[config.mk]
export PLATFORM = sky130hd
export DESIGN_NAME = audio_codec_port_flat
export DESIGN_NICKNAME = d
export VERILOG_FILES = /design/src/rtl/audio_codec_port_if.sv /design/src/rtl/audio_codec_port.sv /design/src/flat_wrapper.sv
export SDC_FILE = /design/constraint.sdc
export NUM_CORES = 1
export LEC_CHECK = 0
export ABC_AREA = 1
export CAP_MARGIN = 10
export CORE_MARGIN = 3
export CORE_UTILIZATION = 29
export DETAILED_ROUTE_END_ITERATION = 7
export PLACE_DENSITY_LB_ADDON = 0.05
export SLEW_MARGIN = 10
export SYNTH_ARGS = -nofsm -noshare
export SYNTH_HDL_FRONTEND = slang
export SYNTH_SLANG_ARGS = --single-unit
[constraint.sdc]
create_clock -name CLOCK_50 -period 4.47 [get_ports CLOCK_50]
set_input_delay 0.6705 -clock CLOCK_50 [delete_from_list [all_inputs] [get_ports CLOCK_50]]
set_output_delay 0.6705 -clock CLOCK_50 [all_outputs]
set_load 0.05 [all_outputs]
[src/rtl/audio_codec_port_if.sv]
// audio_codec_port_if: sample handshake between the play/record controller and the codec port
interface audio_codec_port_if;
   logic [32:1] audio_out;
   logic        write_audio_out;
   logic        audio_out_allowed;
   logic [32:1] audio_in;
   logic        audio_in_available;
   logic        read_audio_in;
   logic        clear_flags;
   logic        underflow;
   logic        overflow;
   modport master (
      output audio_out, write_audio_out, read_audio_in, clear_flags,
      input  audio_out_allowed, audio_in, audio_in_available, underflow, overflow
   );
   modport slave (
      input  audio_out, write_audio_out, read_audio_in, clear_flags,
      output audio_out_allowed, audio_in, audio_in_available, underflow, overflow
   );
endinterface

[src/rtl/audio_codec_port.sv]
// audio_codec_port: I2S codec endpoint with show-ahead DAC/ADC sample FIFOs and BCLK/LRCK generation
module audio_codec_fifo #(
   parameter int DEPTH = 8
) (
   input  logic        i_clk,
   input  logic        i_rst_n,
   input  logic        i_push,
   input  logic        i_pop,
   input  logic [31:0] i_din,
   output logic [31:0] o_head,
   output logic        o_full,
   output logic        o_empty
);
   localparam int AW = $clog2(DEPTH);
   logic [31:0]   r_mem [DEPTH];
   logic [AW-1:0] r_wr;
   logic [AW-1:0] r_rd;
   logic [AW:0]   r_cnt;
   logic          w_pop;
   logic          w_push;
   assign o_empty = r_cnt == '0;
   assign o_full  = r_cnt == (AW+1)'(DEPTH);
   assign w_pop   = i_pop & ~o_empty;
   // a pop in the same cycle frees the slot, so a full FIFO still accepts the push
   assign w_push  = i_push & (~o_full | w_pop);
   assign o_head  = o_empty ? '0 : r_mem[r_rd];
   always_ff @(posedge i_clk or negedge i_rst_n)
      if (!i_rst_n) begin
         r_wr  <= '0;
         r_rd  <= '0;
         r_cnt <= '0;
      end else begin
         r_wr  <= r_wr + AW'(w_push);
         r_rd  <= r_rd + AW'(w_pop);
         r_cnt <= r_cnt + (AW+1)'(w_push) - (AW+1)'(w_pop);
      end
   always_ff @(posedge i_clk)
      if (w_push) r_mem[r_wr] <= i_din;
endmodule

module audio_codec_port #(
   parameter int BCLK_DIV   = 16,
   parameter int FIFO_DEPTH = 8
) (
   input  logic               CLOCK_50,
   input  logic               resetn,
   audio_codec_port_if.slave  bus,
   output logic               aud_bclk,
   output logic               aud_daclrck,
   output logic               aud_dacdat,
   input  logic               aud_adcdat
);
   localparam int DW = $clog2(BCLK_DIV);
   logic [DW-1:0] r_div;
   logic          r_bclk;
   logic [5:0]    r_bit;
   logic          r_dacdat;
   logic [32:1]   r_tx;
   logic [15:0]   r_left;
   logic [15:0]   r_right;
   logic          r_push;
   logic          r_uf;
   logic          r_of;
   logic [5:0]    w_nbit;
   logic [4:0]    w_slot;
   logic [4:0]    w_rslot;
   logic          w_tick;
   logic          w_fall;
   logic          w_rise;
   logic          w_start;
   logic          w_dat;
   logic          w_dac_full;
   logic          w_dac_empty;
   logic          w_adc_full;
   logic          w_adc_empty;
   logic          w_adc_drop;
   logic [31:0]   w_dac_head;
   logic [31:0]   w_adc_head;
   assign w_tick  = r_div == DW'(BCLK_DIV - 1);
   assign w_fall  = w_tick & r_bclk;
   assign w_rise  = w_tick & ~r_bclk;
   assign w_nbit  = r_bit + 6'd1;
   assign w_slot  = w_nbit[4:0];
   assign w_rslot = r_bit[4:0];
   assign w_start = w_fall & (w_nbit == 6'd0);
   // data trails LRCK by one BCLK: slot s carries word bit 16-s+1 of the current half, MSB first
   assign w_dat   = (w_slot != 5'd0 && w_slot <= 5'd16) ?
                    r_tx[w_nbit[5] ? 6'd17 - {1'b0, w_slot} : 6'd33 - {1'b0, w_slot}] : 1'b0;
   assign w_adc_drop = r_push & w_adc_full & ~bus.read_audio_in;
   assign aud_bclk    = r_bclk;
   assign aud_daclrck = r_bit[5];
   assign aud_dacdat  = r_dacdat;
   assign bus.audio_out_allowed  = ~w_dac_full;
   assign bus.audio_in_available = ~w_adc_empty;
   assign bus.audio_in           = w_adc_head;
   assign bus.underflow          = r_uf;
   assign bus.overflow           = r_of;
   audio_codec_fifo #(.DEPTH(FIFO_DEPTH)) u_dac (
      .i_clk(CLOCK_50), .i_rst_n(resetn), .i_push(bus.write_audio_out), .i_pop(w_start),
      .i_din(bus.audio_out), .o_head(w_dac_head), .o_full(w_dac_full), .o_empty(w_dac_empty)
   );
   audio_codec_fifo #(.DEPTH(FIFO_DEPTH)) u_adc (
      .i_clk(CLOCK_50), .i_rst_n(resetn), .i_push(r_push), .i_pop(bus.read_audio_in),
      .i_din({r_left, r_right}), .o_head(w_adc_head), .o_full(w_adc_full), .o_empty(w_adc_empty)
   );
   always_ff @(posedge CLOCK_50 or negedge resetn)
      if (!resetn) begin
         r_div    <= '0;
         r_bclk   <= 1'b0;
         r_bit    <= '0;
         r_dacdat <= 1'b0;
         r_tx     <= '0;
         r_left   <= '0;
         r_right  <= '0;
         r_push   <= 1'b0;
         r_uf     <= 1'b0;
         r_of     <= 1'b0;
      end else begin
         r_div  <= w_tick ? '0 : r_div + DW'(1);
         r_bclk <= r_bclk ^ w_tick;
         r_push <= w_rise & (r_bit == 6'd48);
         r_uf   <= (w_start & w_dac_empty) | (r_uf & ~bus.clear_flags);
         r_of   <= w_adc_drop | (r_of & ~bus.clear_flags);
         if (w_fall) begin
            r_bit    <= w_nbit;
            r_dacdat <= w_dat;
         end
         if (w_start) r_tx <= w_dac_empty ? '0 : w_dac_head;
         if (w_rise && w_rslot != 5'd0 && w_rslot <= 5'd16) begin
            if (r_bit[5]) r_right <= {r_right[14:0], aud_adcdat};
            else          r_left  <= {r_left[14:0], aud_adcdat};
         end
      end
endmodule

[src/flat_wrapper.sv]
// flat-port wrapper written by rule: the top's interface ports become plain ports
module audio_codec_port_flat 
#(
   parameter int BCLK_DIV   = 16,
   parameter int FIFO_DEPTH = 8
)
  (CLOCK_50, resetn, aud_bclk, aud_daclrck, aud_dacdat, aud_adcdat, bus_audio_out, bus_write_audio_out, bus_read_audio_in, bus_clear_flags, bus_audio_out_allowed, bus_audio_in, bus_audio_in_available, bus_underflow, bus_overflow);
  audio_codec_port_if bus_i ();
  input  logic CLOCK_50;
  input  logic resetn;
  output logic aud_bclk;
  output logic aud_daclrck;
  output logic aud_dacdat;
  input  logic aud_adcdat;
  input wire logic [$bits(bus_i.audio_out)-1:0] bus_audio_out;
  input wire logic [$bits(bus_i.write_audio_out)-1:0] bus_write_audio_out;
  input wire logic [$bits(bus_i.read_audio_in)-1:0] bus_read_audio_in;
  input wire logic [$bits(bus_i.clear_flags)-1:0] bus_clear_flags;
  output wire logic [$bits(bus_i.audio_out_allowed)-1:0] bus_audio_out_allowed;
  output wire logic [$bits(bus_i.audio_in)-1:0] bus_audio_in;
  output wire logic [$bits(bus_i.audio_in_available)-1:0] bus_audio_in_available;
  output wire logic [$bits(bus_i.underflow)-1:0] bus_underflow;
  output wire logic [$bits(bus_i.overflow)-1:0] bus_overflow;
  assign bus_i.audio_out = bus_audio_out;
  assign bus_i.write_audio_out = bus_write_audio_out;
  assign bus_i.read_audio_in = bus_read_audio_in;
  assign bus_i.clear_flags = bus_clear_flags;
  assign bus_audio_out_allowed = bus_i.audio_out_allowed;
  assign bus_audio_in = bus_i.audio_in;
  assign bus_audio_in_available = bus_i.audio_in_available;
  assign bus_underflow = bus_i.underflow;
  assign bus_overflow = bus_i.overflow;
  audio_codec_port #(.BCLK_DIV(BCLK_DIV), .FIFO_DEPTH(FIFO_DEPTH)) u_core (.CLOCK_50(CLOCK_50), .resetn(resetn), .bus(bus_i), .aud_bclk(aud_bclk), .aud_daclrck(aud_daclrck), .aud_dacdat(aud_dacdat), .aud_adcdat(aud_adcdat));
endmodule
======== Word level (Yosys, flattened, before mapping) ========
Memories as Yosys holds them, arrays and structs flattened.
Cells that the tools add are included.
word-level totals
  bits in registers ....................... 99
  RAM bits ................................ 512
  input port bits ......................... 38
  output and inout bits ................... 39
  logic and storage cells ................. 84
  memories ................................ 2
cells by class
  add/sub/neg operators ................... 12
  magnitude comparators ................... 3
  equality and inequality tests ........... 4
  muxes and demuxes ....................... 11
  bitwise gates (word level) .............. 26
  reduce and logical (&&, ||, !) cells .... 10
memory list
  name                words  width  read ports  clocked after Yosys merged registers in  wr ports  line                    text
  u_core.u_adc.r_mem  8      32     1           0                                        1         audio_codec_port.sv:15  logic [31:0] r_mem [DEPTH];
  u_core.u_dac.r_mem  8      32     1           0                                        1         audio_codec_port.sv:15
operators by type and width
  cell                                                                   number
  32-bit 2-to-1 mux                                                      2
  1-bit bitwise AND                                                      13
  3-bit by 1-bit adder with 3-bit output                                 4
  4-bit equality test (second input constant)                            3
  5-bit <= comparator (second input constant)                            2
  5-bit nonzero test                                                     2
  4-bit by 1-bit adder with 4-bit output                                 2
  4-bit logical NOT                                                      2
  1-bit NOT                                                              8
  4-bit by 1-bit subtractor with 4-bit output                            2
  6-bit by 7-bit < comparator with 1-bit output (second input constant)  1
  6-bit by 1-bit adder with 6-bit output (second input constant)         1
  1-bit binary-select mux with 6-bit select                              1
  6-bit equality test (second input constant)                            1
  6-bit logical NOT                                                      1
  1-bit 2-to-1 mux                                                       6
  6-bit 2-to-1 mux                                                       1
  5-bit by 5-bit subtractor with 6-bit output (first input constant)     1
  6-bit by 5-bit subtractor with 6-bit output (first input constant)     1
  4-bit by 1-bit adder with 4-bit output (second input constant)         1
  4-bit 2-to-1 mux                                                       1
  1-bit OR                                                               4
  2-bit AND reduction                                                    2
  1-bit logical AND                                                      3
  1-bit XOR                                                              1

======== Logic depth before layout (Yosys ltp) ========
Gate-level depths: netlist of run 1.
  depth in word-level cells ............... 8
  depth in mapped cells ................... 17
  mapped depth without buffers ............ 16

======== Cells and area by module ========
A second synthesis of run 1 with hierarchy kept.
second synthesis, totals
  cells, all modules ...................... 2798
  area total of the unflattened synthesis .. 27231.1 um^2
modules (own cells, without submodules)
  module            times used  cells each  area an instance (um^2)  sequential area each (um^2)
  audio_codec_fifo  2           1173        11716.2                  7937.6
  audio_codec_port  1           452         3798.6                   1976.9

======== Worst setup path before layout of run 1 ========
Ideal clock, no wire load.
  kind .................................... register to register
  from .................................... register u_core.r_bit[1]
  to ...................................... memory u_core.u_dac.r_mem[0][0], enable pin
  setup time .............................. 0.421 ns
  data arrival time ....................... 3.121 ns
  required time ........................... 4.049 ns
  setup slack ............................. 0.928 ns
  cell stages (with the launch flop) ...... 12
  path buffers ............................ 0
  clock period less this slack ............ 3.542 ns
  cells stage by stage .................... dfrtp_1 -> ha_1 -> nand3_1 -> xor2_1 -> inv_1 -> ha_1 -> nand2_1 -> nor2_4 -> nand2_4 -> inv_2 -> o21ai_4 -> nor2_1
on the way
  cells in the longest elaborated chain, start to end .. 8
ends and longest elaborated chain
  element                                 line                     text
  from (decl)                             audio_codec_port.sv:56   logic [5:0] r_bit;
  from (signal assigned)                  audio_codec_port.sv:125  r_bit <= w_nbit;
  6-bit by 1-bit adder with 6-bit output  audio_codec_port.sv:82   assign w_nbit = r_bit + 6'd1;
  6-bit logical NOT                       audio_codec_port.sv:85   assign w_start = w_fall & (w_nbit == 6'd0);
  1-bit bitwise AND                       audio_codec_port.sv:85
  1-bit bitwise AND                       audio_codec_port.sv:23   assign w_pop = i_pop & ~o_empty;
  1-bit OR                                audio_codec_port.sv:25   assign w_push = i_push & (~o_full | w_pop);
  1-bit bitwise AND                       audio_codec_port.sv:25
  1-bit 2-to-1 mux                        audio_codec_port.sv:38   if (w_push) r_mem[r_wr] <= i_din;
  1-bit 2-to-1 mux (not written as such)  audio_codec_port.sv:38
  to (decl)                               audio_codec_port.sv:15
Every way passes these cells.

======== Worst setup path in the final report of run 1 ========
  from .................................... register u_core.u_adc.r_rd[0]
  to ...................................... output port bus_audio_in[31]
on the way
  cells in the longest elaborated chain, start to end .. 2
ends and longest elaborated chain
  element                 line                    text
  from (decl)             audio_codec_port.sv:17  logic [AW-1:0] r_rd;
  from (signal assigned)  audio_codec_port.sv:34  r_rd <= r_rd + AW'(w_pop);
  memory 8 x 32 bit       n/a
  32-bit 2-to-1 mux       audio_codec_port.sv:26  assign o_head = o_empty ? '0 : r_mem[r_rd];
  to (decl)               flat_wrapper.sv:20      output wire logic [$bits(bus_i.audio_in)-1:0] bus_audio_in;
Every way passes these cells.

==> summary.md, run 1 <==
| Metric | Value |
|---|---|
| Reg2reg start | `u_core.r_bit[1]` |
| DR WL/cell | `19.7 um` |
| Number of global-route vias before repair | `15700` |
| I/O pin count | `between 70 and 80` |
| Placed Area | `27000 sq um` |
| Critical path data arrival time | `around 3.4 ns` |
| Antenna viol nets, final | `0` |
| N_diodes | `0` |
| Total grt overflow | `0` |
| Worst-path clk slew | `0.06 ns` |
| Drt drc | `0` |
| Top cells by area, synth | `edfxtp_1 (62%), dfrtp_1 (10%), o21ai_0 (7.1%), nor2_1 (6.4%), nand2_1 (2.7%)` |
| Worst R2R Path Depth | `16` |
| Cts bufs inserted | `74` |
| Fin. max-slew vios | `0` |
| Worst path cell trace | `clkinv_2 -> buf_12 -> o21ai_0 -> o22ai_1 -> o21ai_0 -> a31oi_1 -> clkdlybuf4s50_1` |
| R2r endpoint | `u_core.u_dac.r_cnt[1]` |
| Slowest stage cell, crit path | `clkdlybuf4s50_1` |
| Post-Syn Area | `24700 sq um` |
| Setup bufs post-CTS | `0` |
| Period utilization | `0.901` |
| # port buffers | `between 70 and 80` |
| Cells after Synth | `2018` |
| Die area | `88700 sq um` |
| Max Root-Sink Buffers | `3` |
| Post_cts resized | `0` |
| Internal power | `0.0115 W` |
| Drt initial violations | `861` |
| Commonest non-fill, non-tap cell in the layout | `edfxtp_1` |
| Area growth syn-to-layout | `18.9%` |
| Clock power share | `0.345` |
| Mapped Avg Cell Area | `about 12 sq um` |
| Share of cells above drive strength 1 | `0.0997` |
| Switching pwr | `0.00556 W` |
| Most common cell on crit path | `o21ai_0` |
| DIE HEIGHT | `298 um` |
| Most frequent cells in the layout | `edfxtp_1 (512), nor2_1 (408), o21ai_0 (348)` |
| Max incr delay on CP | `0.90 ns` |
| Global Route Usage Sum | `0.147` |
| Cell area after layout | `slightly below 30000 sq um` |
| First-pass GRT wire length | `99.4 mm` |
| Warnings from Yosys | `0` |
| Startpoint class of the critical path | `flop` |
| CTS root buffer | `clkbuf_16` |
| Hold-fix buffers, CTS | `0` |
| Mapped Nets | `roughly 2100` |
| Critical Path RT | `about 3.8 ns` |
| Row count | `106` |
| Initial Util | `0.294` |
| Setup TNS | `0 ns` |
| Final Skew | `0.0269 ns` |
| Dpl cells | `3153` |
| Initial antenna violation count | `3` |
| Worst Setup End Kind | `output port` |
| Flop pwr share | `0.395` |
| H-tree Lvls | `3` |
| Status | `complete, no violations` |
| Leakage Power | `11.0 nW` |
| Crit-path max FO | `41` |
| Largest net degree at the start of global routing | `130` |
| Detail Placement HPWL | `35.2 mm` |
| Clock period minus worst slack | `4.03 ns` |
| CTS tree | `done` |
| Pwr per Cell Area | `~580 nW/um^2` |
| Vias per cell | `4.59` |
| Final wirelength | `about 65 mm` |
| WHS | `0.149 ns` |
| Worst min path class | `primary input to asynchronous set/reset pin` |
| Non-Filler Instances | `3290` |
| Final #Nets | `2163` |
| Clk_lat worst skew | `roughly 0.6 ns` |
| R2R Setup Slk | `1.05 ns` |
| Drt pass-1 iters | `5` |
| Maximum vdd drop | `0.360 mV` |
| Max_cap viols | `0` |
| Rel. slew slack | `0.333` |
| Sequential area share after synthesis | `0.723` |
| Least-Margin Pin Slew | `about 1 ns` |
| Comb power frac | `0.260` |
| Core area | `around 84000 sq um` |
| RSZ-0062 raised after global routing | `false` |
| GPL Wtd Cong | `0.728` |
| Net Sw Frac | `0.326` |
| Synth Register Bits | `a little over 600` |
| Critical path type | `flop to output port` |
| Cell taking the most area after synthesis | `edfxtp_1` |
| Vias post-DR | `about 15000` |
| DIE WIDTH | `around 300 um` |
| Yosys top cell area share | `0.622` |
| Pwr Total | `0.0171 W` |
| Synth unique cells | `36` |
| # setup viols final | `0` |
| Sinks on the clock net | `611` |
| Final hold vios | `0` |
| F_max | `248 MHz` |
## Yosys cell counts (all sizes together)
library cell,number
edfxtp,512
nor2,425
o21ai,375
nand2,178
dfrtp,99
inv,65
clkbuf,64
buf,54
a21oi,50
nand3,42
o22ai,34
a31oi,33
a21o,31
ha,28
xor2,7
nand4,5
xnor2,5
clkinv,3
fa,2
mux2,2
o32ai,2
or2,2
## metal layers
| metal | global-route usage | vias to the layer above | share of wire |
|---|---|---|---|
| li1 | - | 7332 | - |
| met2 | 0.257 | 217 | 0.50 |
| met1 | 0.187 | 7457 | 0.44 |
| met5 | 0 | - | 0.00037 |
| met4 | 0.0387 | 4 | 0.022 |
| met3 | 0.0268 | 101 | 0.035 |
## logic make-up after synthesis
group,synth area share
AOI/OAI and AO/OA,0.118
xor gates and xnor gates,0.00501
adders and majority gates,0.0158
buffers and inverters,0.0332
DFF,0.723
muxes,0.000912
and+or+nand+nor,0.104
## cell type report
type / count / area, sq um
multi-input combinational: 1221 / 6150
tap: 1134 / 1420
inverter: 68 / 258
sequential: 611 / 17900
clock inverter: 30 / 307
clock buffer: 107 / 2090
timing repair buffer: 119 / 1270
fill: 8219 / 54600
## worst max-delay path by stage
| stage | from | to | cells after the start | slack, ns |
|---|---|---|---|---|
| 5_1_grt | u_core.u_adc.r_rd[0] | bus_audio_in[15] | 8 | 0.19 |
| 6_report | u_core.u_adc.r_rd[0] | bus_audio_in[31] | 7 | 0.44 |
| 3_3_place_gp | u_core.u_adc.r_rd[0] | bus_audio_in[31] | 7 | 1.0 |
| 4_1_cts | u_core.u_adc.r_rd[0] | bus_audio_in[29] | 8 | 0.33 |
| 3_5_place_dp | u_core.u_adc.r_rd[0] | bus_audio_in[29] | 8 | 0.99 |
| 2_1_floorplan | u_core.r_bit[1] | u_core.u_dac.r_mem[0][0] | 11 | 0.93 |
## per-stage QoR
step	utilization	setup slack [ns]
2_1_floorplan	-	0.928
3_3_place_gp	0.321	0.998
3_5_place_dp	0.321	0.993
4_1_cts	0.350	0.330
5_1_grt	0.350	0.194
6_report	0.350	0.441
## power by group through the flow
stage	clock network, W	registers [W]	logic, W
finish	0.00589	0.00674	0.00444
global route	0.00632	0.00677	0.00491
CTS	0.00609	0.00674	0.00457
detailed placement	0	0.00685	0.00456
global placement	0	0.00685	0.00456
floorplan	0	0.00680	0.00293
## registers in the layout, summed over array words and instances, names as in the netlist, 4 cells and up
| name | count |
|---|---|
| u_core.u_adc.r_cnt | 4 |
| u_core.r_left | 16 |
| u_core.u_dac.r_cnt | 4 |
| u_core.u_adc.r_mem | 256 |
| u_core.r_tx | 32 |
| u_core.r_right | 16 |
| u_core.u_dac.r_mem | 256 |
| u_core.r_bit | 6 |
| u_core.r_div | 4 |
## worst max-delay path, delay by kind of cell, from the launching register on
family	cells	cell delay [ns]
buffers and inverters	3	1.54
DFF	1	0.49
AOI/OAI and AO/OA	4	0.71
Power figures use the tool's default switching activity.
==> run 2, diff against run 1 <==
Settings changed: CORE_MARGIN 3 to 1.5.
==> run 2 against run 1 <==
Setup slack improved by 0.0033 ns; sequential share of layout area increased by 0.16 points; sequential power is essentially flat; count of clock-buffer cells in the layout is 3 lower; utilization fell by 0.092 points; first-iteration DRC count decreased by 19%.
==> summary.md, run 2 (synthesis gave the netlist of run 1 again) <==
| Metric | Value |
|---|---|
| Area of the multi-input gates | `6150 sq um (unchanged)` |
| DIE WIDTH | `295 um (-1.0%)` |
| CP bufs+invs | `3 (unchanged)` |
| Clock period minus worst slack | `4.03 ns (-0.00327 ns)` |
| # setup viols final | `0 (unchanged)` |
| Drt initial violations | `698 (-19%)` |
| Critical path type | `flop to output port` |
| Detail Placement HPWL | `35.3 mm (+0.35%)` |
| CP top delay family | `buffers and inverters` |
| F_max | `248 MHz (about the same)` |
| Post_cts resized | `0 (unchanged)` |
| Sinks on the clock net | `611 (unchanged)` |
| Commonest non-fill, non-tap cell in the layout | `edfxtp_1` |
| Die area | `86900 sq um (-2.0%)` |
| Final hold vios | `0 (unchanged)` |
| Cts bufs inserted | `74 (unchanged)` |
| Worst min path class | `primary input to asynchronous set/reset pin` |
| Setup bufs post-CTS | `0 (unchanged)` |
| H-tree Lvls | `3 (unchanged)` |
| CTS tree | `done` |
| N_diodes | `0 (unchanged)` |
| Most frequent cells in the layout | `edfxtp_1 (512), nor2_1 (408), o21ai_0 (348)` |
| Row count | `106 (unchanged)` |
| Share of cells above drive strength 1 | `0.101 (+0.00130)` |
| Area growth syn-to-layout | `18.5%` |
| Pwr per Cell Area | `578 nW/um^2 (-0.50%)` |
| Vias post-DR | `14900 (-1.2%)` |
| Filler cell count in the final layout | `8250 (+0.38%)` |
| Period utilization | `0.901 (about the same)` |
| First-pass GRT wire length | `98.4 mm (-0.99%)` |
| # port buffers | `76 (unchanged)` |
| Hold-fix buffers, CTS | `0 (unchanged)` |
| Max Root-Sink Buffers | `3 (unchanged)` |
| Max incr delay on CP | `0.85 ns (-0.05 ns)` |
| Least-Margin Pin Slew | `1.01 ns (+0.00623 ns)` |
| Sequential Area | `17900 sq um (unchanged)` |
| Biggest registers after layout | `u_core.u_adc.r_mem (256), u_core.u_dac.r_mem (256), u_core.r_tx (32)` |
| Clk_lat worst skew | `0.61 ns (about the same)` |
| Initial Util | `0.294 (unchanged)` |
| Rel. slew slack | `0.329 (-0.00415)` |
| Antenna viol nets, final | `0 (unchanged)` |
| DR WL/cell | `19.8 um (+0.65%)` |
| Vias per cell | `4.54 (-1.2%)` |
| RSZ-0062 raised after global routing | `false` |
| Status | `complete, no violations` |
| Most common cell on crit path | `o21ai_0` |
| CTS root buffer | `clkbuf_16` |
| Slowest stage cell, crit path | `clkdlybuf4s50_1` |
| Critical Path RT | `3.80 ns (about the same)` |
| Crit-path max FO | `42 (+2.4%)` |
| DIE HEIGHT | `295 um (-1.0%)` |
| Dpl cells | `3156 (+0.095%)` |
| Non-Filler Instances | `3292 (+0.061%)` |
| Total grt overflow | `0 (unchanged)` |
| Worst Setup End Kind | `output port` |
| Leakage Power | `11.0 nW (-0.12%)` |
| Global Route Usage Sum | `0.152 (+0.00536)` |
| Fin. max-slew vios | `0 (unchanged)` |
| Largest net degree at the start of global routing | `130 (unchanged)` |
| Drt pass-1 iters | `7 (+2)` |
| Finished Core Util | `0.349 (-0.000924)` |
| Final wirelength | `65.1 mm (+0.71%)` |
| Initial antenna violation count | `1 (-2)` |
| Final #Nets | `2166 (+0.14%)` |
| Setup TNS | `0 ns (unchanged)` |
| Worst-path clk slew | `0.06 ns (about the same)` |
| GPL Wtd Cong | `0.743 (+2.0%)` |
| Max_cap viols | `0 (unchanged)` |
| Number of global-route vias before repair | `15300 (-2.1%)` |
| Startpoint class of the critical path | `flop` |
| Core area | `84000 sq um (unchanged)` |
| Worst path cell trace | `clkinv_2 -> buf_4 -> o21ai_0 -> o22ai_1 -> o21ai_0 -> a31oi_1 -> clkdlybuf4s50_1` |
| Final Skew | `0.0202 ns (-0.00668 ns)` |
| Drt drc | `0 (unchanged)` |
| I/O pin count | `77 (unchanged)` |
| Maximum vdd drop | `0.278 mV (-23%)` |
| Critical path data arrival time | `3.36 ns (about the same)` |
-- run 2: cell types whose count changed in the layout (fill, tap and decap cells not counted) --
cell	previous run	this run
clkinv_2	8	15
clkinvlp_4	2	1
clkinv_1	13	10
bufinv_16	5	4
buf_12	15	13
clkbuf_1	24	26
buf_4	29	34
clkbuf_8	7	2
-- run 2: layer usage --
layer	share of wire	GRT usage	vias up	routed length (um)
li1	-	-	7329	-
met2	0.50	0.269	207	32600
met5	0.00026	0	-	17
met1	0.44	0.190	7315	28900
met4	0.023	0.0469	2	1500
met3	0.032	0.0234	82	2070
-- run 2: worst paths after layout --
path / startpoint / endpoint / slack, ns / cells past startpoint
setup / recovery: u_core.u_adc.r_rd[0] / bus_audio_in[17] / 0.44 / 7
hold / removal: resetn / u_core.r_left[14] / 0.21 / 1
setup reg to reg: u_core.r_bit[1] / u_core.u_dac.r_cnt[1] / 1.09 / 16
hold reg to reg: u_core.r_tx[23] / u_core.r_tx[23] / 0.47 / 1
max in group asynchronous: resetn / u_core.r_right[14] / 3.36 / 2
min in group CLOCK_50: u_core.r_tx[23] / u_core.r_tx[23] / 0.47 / 1
-- run 2: worst reg2reg max path: cells and delay by family (launching register included) --
| family | cells | cell delay [ns] |
|---|---|---|
| xor gates and xnor gates | 1 | 0.25 |
| adders and majority gates | 4 | 1.13 |
| buffers and inverters | 5 | 0.92 |
| DFF | 1 | 0.48 |
| and+or+nand+nor | 6 | 0.56 |
-- run 2: report_power, final --
group          switching [W]  internal [W]
registers           0.000120       0.00659
clock network        0.00235       0.00341
logic                0.00309       0.00138
total                0.00556        0.0114
-- run 2: through the flow --
stage	setup slack (ns)	hold WS, ns	total power, W	area, sq um
6_report	0.444	0.205	0.0169	29300
5_1_grt	0.216	0.285	0.0178	29300
3_3_place_gp	0.971	0.463	0.0114	27000
2_1_floorplan	0.928	0.375	0.00973	24700
4_1_cts	0.313	0.237	0.0173	29300
3_5_place_dp	0.966	0.466	0.0114	27000
-- run 2: final cells by class --
class	instances	share of cell area
multi-input cells	1221	0.210
clock buffers	104	0.0692
inverters	68	0.00880
well taps	1134	0.0485
repair buffers	122	0.0432
clock inverters	32	0.0100
flip-flops and latches	611	0.610
